$ cat config.mk
export PLATFORM = sky130hd
export DESIGN_NAME = fifo_sync
export DESIGN_NICKNAME = d
export VERILOG_FILES = /design/src/rtl/fifo_sync.sv
export SDC_FILE = /design/constraint.sdc
export NUM_CORES = 1
export LEC_CHECK = 0
export BUFFER_PORTS_ARGS = -buffer_cell sky130_fd_sc_hd__buf_4
export CAP_MARGIN = 10
export CORE_UTILIZATION = 45
export DETAILED_ROUTE_END_ITERATION = 10
export PLACE_DENSITY = 0.74
export SLEW_MARGIN = 20
export SYNTH_ARGS = -nofsm -noshare
export SYNTH_HDL_FRONTEND = slang
export SYNTH_SLANG_ARGS = --single-unit
$ cat constraint.sdc
create_clock -name clk -period 2.6 [get_ports clk]
set_input_delay 0.39 -clock clk [delete_from_list [all_inputs] [get_ports clk]]
set_output_delay 0.39 -clock clk [all_outputs]
set_load 0.01 [all_outputs]
$ cat src/rtl/fifo_sync.sv
// Single-clock parametrised FIFO with occupancy count, threshold flags,
// overflow/underflow pulses and selectable first-word-fall-through read.
module fifo_sync #(
  parameter int DATA_WIDTH          = 8,
  parameter int FIFO_DEPTH          = 16,
  parameter int ALMOST_FULL_THRESH  = 12,
  parameter int ALMOST_EMPTY_THRESH = 4,
  parameter bit FWFT                = 1'b0
) (
  input  logic                              clk,
  input  logic                              reset,
  input  logic [DATA_WIDTH-1:0]             wr_data,
  input  logic                              wr_en,
  input  logic                              rd_en,
  output logic [DATA_WIDTH-1:0]             rd_data,
  output logic                              rd_valid,
  output logic                              full,
  output logic                              empty,
  output logic                              almost_full,
  output logic                              almost_empty,
  output logic [$clog2(FIFO_DEPTH+1)-1:0]   count,
  output logic                              overflow,
  output logic                              underflow
);
  localparam int ADDR_WIDTH  = $clog2(FIFO_DEPTH);
  localparam int COUNT_WIDTH = $clog2(FIFO_DEPTH+1);
  localparam logic [ADDR_WIDTH-1:0]  PTR_LAST = ADDR_WIDTH'(FIFO_DEPTH-1);
  localparam logic [COUNT_WIDTH-1:0] CNT_FULL = COUNT_WIDTH'(FIFO_DEPTH);
  localparam logic [COUNT_WIDTH-1:0] CNT_AF   = COUNT_WIDTH'(ALMOST_FULL_THRESH);
  localparam logic [COUNT_WIDTH-1:0] CNT_AE   = COUNT_WIDTH'(ALMOST_EMPTY_THRESH);

  logic [DATA_WIDTH-1:0]  mem [FIFO_DEPTH];
  logic [ADDR_WIDTH-1:0]  wr_ptr, rd_ptr;
  logic [COUNT_WIDTH-1:0] cnt_q;
  logic                   wr_acc, rd_acc;

  assign full         = (cnt_q == CNT_FULL);
  assign empty        = (cnt_q == '0);
  assign almost_full  = (cnt_q >= CNT_AF);
  assign almost_empty = (cnt_q <= CNT_AE);
  assign count        = cnt_q;

  // Acceptance uses the registered flags, so a full FIFO still frees a slot
  // on a read but rejects a same-cycle write (and symmetrically when empty).
  assign wr_acc = wr_en && !full;
  assign rd_acc = rd_en && !empty;

  // Storage is deliberately not reset.
  always_ff @(posedge clk) begin
    if (wr_acc) mem[wr_ptr] <= wr_data;
  end

  always_ff @(posedge clk or posedge reset) begin
    if (reset) begin
      wr_ptr    <= '0;
      rd_ptr    <= '0;
      cnt_q     <= '0;
      overflow  <= 1'b0;
      underflow <= 1'b0;
    end else begin
      if (wr_acc) wr_ptr <= (wr_ptr == PTR_LAST) ? '0 : wr_ptr + 1'b1;
      if (rd_acc) rd_ptr <= (rd_ptr == PTR_LAST) ? '0 : rd_ptr + 1'b1;
      unique case ({wr_acc, rd_acc})
        2'b10:   cnt_q <= cnt_q + 1'b1;
        2'b01:   cnt_q <= cnt_q - 1'b1;
        default: cnt_q <= cnt_q;
      endcase
      overflow  <= wr_en && full;
      underflow <= rd_en && empty;
    end
  end

  if (FWFT) begin : g_fwft
    // Head word is presented directly; forced to zero while empty.
    assign rd_data  = empty ? '0 : mem[rd_ptr];
    assign rd_valid = !empty;
  end else begin : g_reg
    logic [DATA_WIDTH-1:0] rd_data_q;
    logic                  rd_valid_q;

    always_ff @(posedge clk or posedge reset) begin
      if (reset) begin
        rd_data_q  <= '0;
        rd_valid_q <= 1'b0;
      end else begin
        rd_valid_q <= rd_acc;
        if (rd_acc) rd_data_q <= mem[rd_ptr];
      end
    end

    assign rd_data  = rd_data_q;
    assign rd_valid = rd_valid_q;
  end

endmodule

==> out/results.ini <==
[global_route]
met3_usage_pct=4.68
top_usage_layer=met2
antenna_found_initial=0
overflow=0
use_met1_pct=21.8
grt_pass1_wl_um=17600
grt_max_degree=37
grt_util_all_layers_pct=17.4
met2_usage_pct=28.9
grt_pass1_vias=3253

[routing]
wl_um=11200
wl_per_cell_um=19.9
drtIter0Drc=238
ant_nets=0
avgViaCountPerCell=5.50
firstDrtPassIters=4
drc=0
vias=3090

[placement]
dp.cells=530
dp_hpwl_um=7220
post-place-ws_ns=0.133
io_buffers=31
place_area_sq_mm=0.00660
gp_congestion=0.797

[finish]
area_growth_pct=17.4
stdcell_count=562
finalNetCount=393
drive_gt1_share_pct=30.8
fin_area_sq_mm=0.00720
num_antenna_cells=0
postLayoutCoreUtil_pct=54.4

[sta]
worst_slack_ns=0.122
tightest_slew_ns=0.970
whs_ns=0.207
max_freq_mhz=404
slew_viol_final=0
setup_viol=0
min_period_ns=2.48
skew_ns=0.0119
finalSetupTns_ns=0
finalCritPeriodShare_pct=95.3
hold_violations=0
maxSlewHeadroom_pct=35.3

[logic_synthesis]
synth_edf_count=128
synth-seq-cells=152
synthFlopType=edfxtp_1
ys_warn_count=0
syn_inst=329
synthesis.nets=349
avgSynthCellArea_sq_um=18.6
yosysSeqAreaShare_pct=72.5
synth_area_leaders=edfxtp_1 (63%), mux4_2 (12%), dfrtp_1 (9.8%)
async_flop_share_pct=15.8
synth_top_area_share_pct=62.7
synth.most_common_cell=edfxtp_1
synth_common_cells=edfxtp_1 (128), mux4_2 (32), dfrtp_1 (24), nand2_1 (18), mux2i_1 (16)
synth_cell_types=41
syn_area_sq_mm=0.00613
yosys.area.top_type=edfxtp_1

[power]
p_total_mw=7.86
irDropWorstVdd_mv=0.617
power_density_mw_per_mm2=1090
p_leak_nw=2.53

[clocking]
clockBufferDepth=2
htree_num_levels=4
clk_latency_ns=0.42
cts_num_sinks=152
root_buffer=clkbuf_16
cts_tree=done
postCtsHoldBufs=0
cts_buffers=17
clk_pin_slew_ns=0.06

[die]
core_sq_mm=0.0132
fp.dieW_um=119
ioPinCount=32
die_y_um=119
rows=42
initial_utilization_pct=46.3
die-area_sq_mm=0.0141

[worst_setup_path]
crit_slowest_cell=or4_4
required_ns=2.88
cp_cell_sequence=or4_4, o21ai_4, inv_2, ha_4, xor2_2, ha_2, and3b_1, o21ai_1, a21oi_1, xor2_1
rr_worst_depth=10
cp_top_family=simple AND/OR/NAND/NOR gates
r2r_slack_ns=0.12
cp.arrival_ns=2.76
crit_path_start_kind=flip-flop
criticalPathCategory=flip-flop to flip-flop
path_buf_inv=1
crit_path_end_kind=flip-flop
critPathMaxStageDelay_ns=0.56
r2r_start=count[0]
worst-path-max-fanout=8
r2r-end=count[4]

[status]
status=finished, final reports clean

[run]
maxCapViolCount=0

[hold_path]
hold_class=primary input to asynchronous set/reset pin

==> metal layers <==
layer | part of all wire, % | vias up
met5 | 0 | -
li1 | - | 1391
met2 | 52 | 85
met3 | 4.4 | 14
met4 | 1.6 | 0
met1 | 42 | 1600
==> sequential cells by signal, summed over array words and instances, names as in the netlist <==
| name | flops |
|---|---|
| count | 5 |
| mem | 128 |
| overflow | 1 |
| rd_data | 8 |
| rd_ptr | 4 |
| rd_valid | 1 |
| underflow | 1 |
| wr_ptr | 4 |
==> report_power, final <==
group	leakage [nW]	switching [mW]	internal, mW
combinational	0.803	1.13	1.09
clock	0.283	0.949	1.42
sequential	1.45	0.263	3.00
total	2.53	2.34	5.51
==> layout make-up <==
cell class / count / area, sq um
fillers: 1037 / 6040
flip-flops and latches: 152 / 4450
multi-input cells: 150 / 1580
clock buffers: 18 / 429
repair buffers: 45 / 350
well taps: 176 / 220
clock inverters: 14 / 146
inverters: 7 / 26.3
==> cells by family after synthesis <==
logic type	after synthesis	synth area share [%]
AND/OR/NAND/NOR	55	4.37
multiplexers	49	14.6
XOR/XNOR	9	1.29
flip-flops	152	72.5
buffers and inverters	27	2.16
adder cells (fa/ha/maj)	8	1.63
AO/OA/AOI/OAI	29	3.51
==> worst max-delay path by stage <==
stage                   from       end  depth (start not counted)
floorplan           count[3]  count[4]                         12
global placement    count[0]  count[4]                         10
detailed placement  count[0]  count[2]                         10
CTS                 count[0]  count[4]                         10
global route        count[0]  count[4]                         10
finish              count[0]  count[4]                         10
==> what timing repair did <==
| action | 4_1_cts | 5_1_grt |
|---|---|---|
| setup endpoints to repair | 0 | 2 |
| buffers inserted | 0 | 0 |
| resized for setup | 0 | 3 |
==> cell usage in the layout (no fill, tap or decap), drive strengths merged, types with 3 or more instances in the layout <==
cell / n
nand3: 3
o21ai: 6
a21o: 3
dfrtp: 24
nand2: 19
edfxtp: 128
nand2b: 3
xnor2: 3
mux2i: 16
ha: 8
nor2: 14
o221ai: 8
inv: 11
clkinv: 6
mux4: 32
xor2: 6
clkbuf: 18
nor3: 6
buf: 45
a21oi: 5
Power figures use the tool's default switching activity.
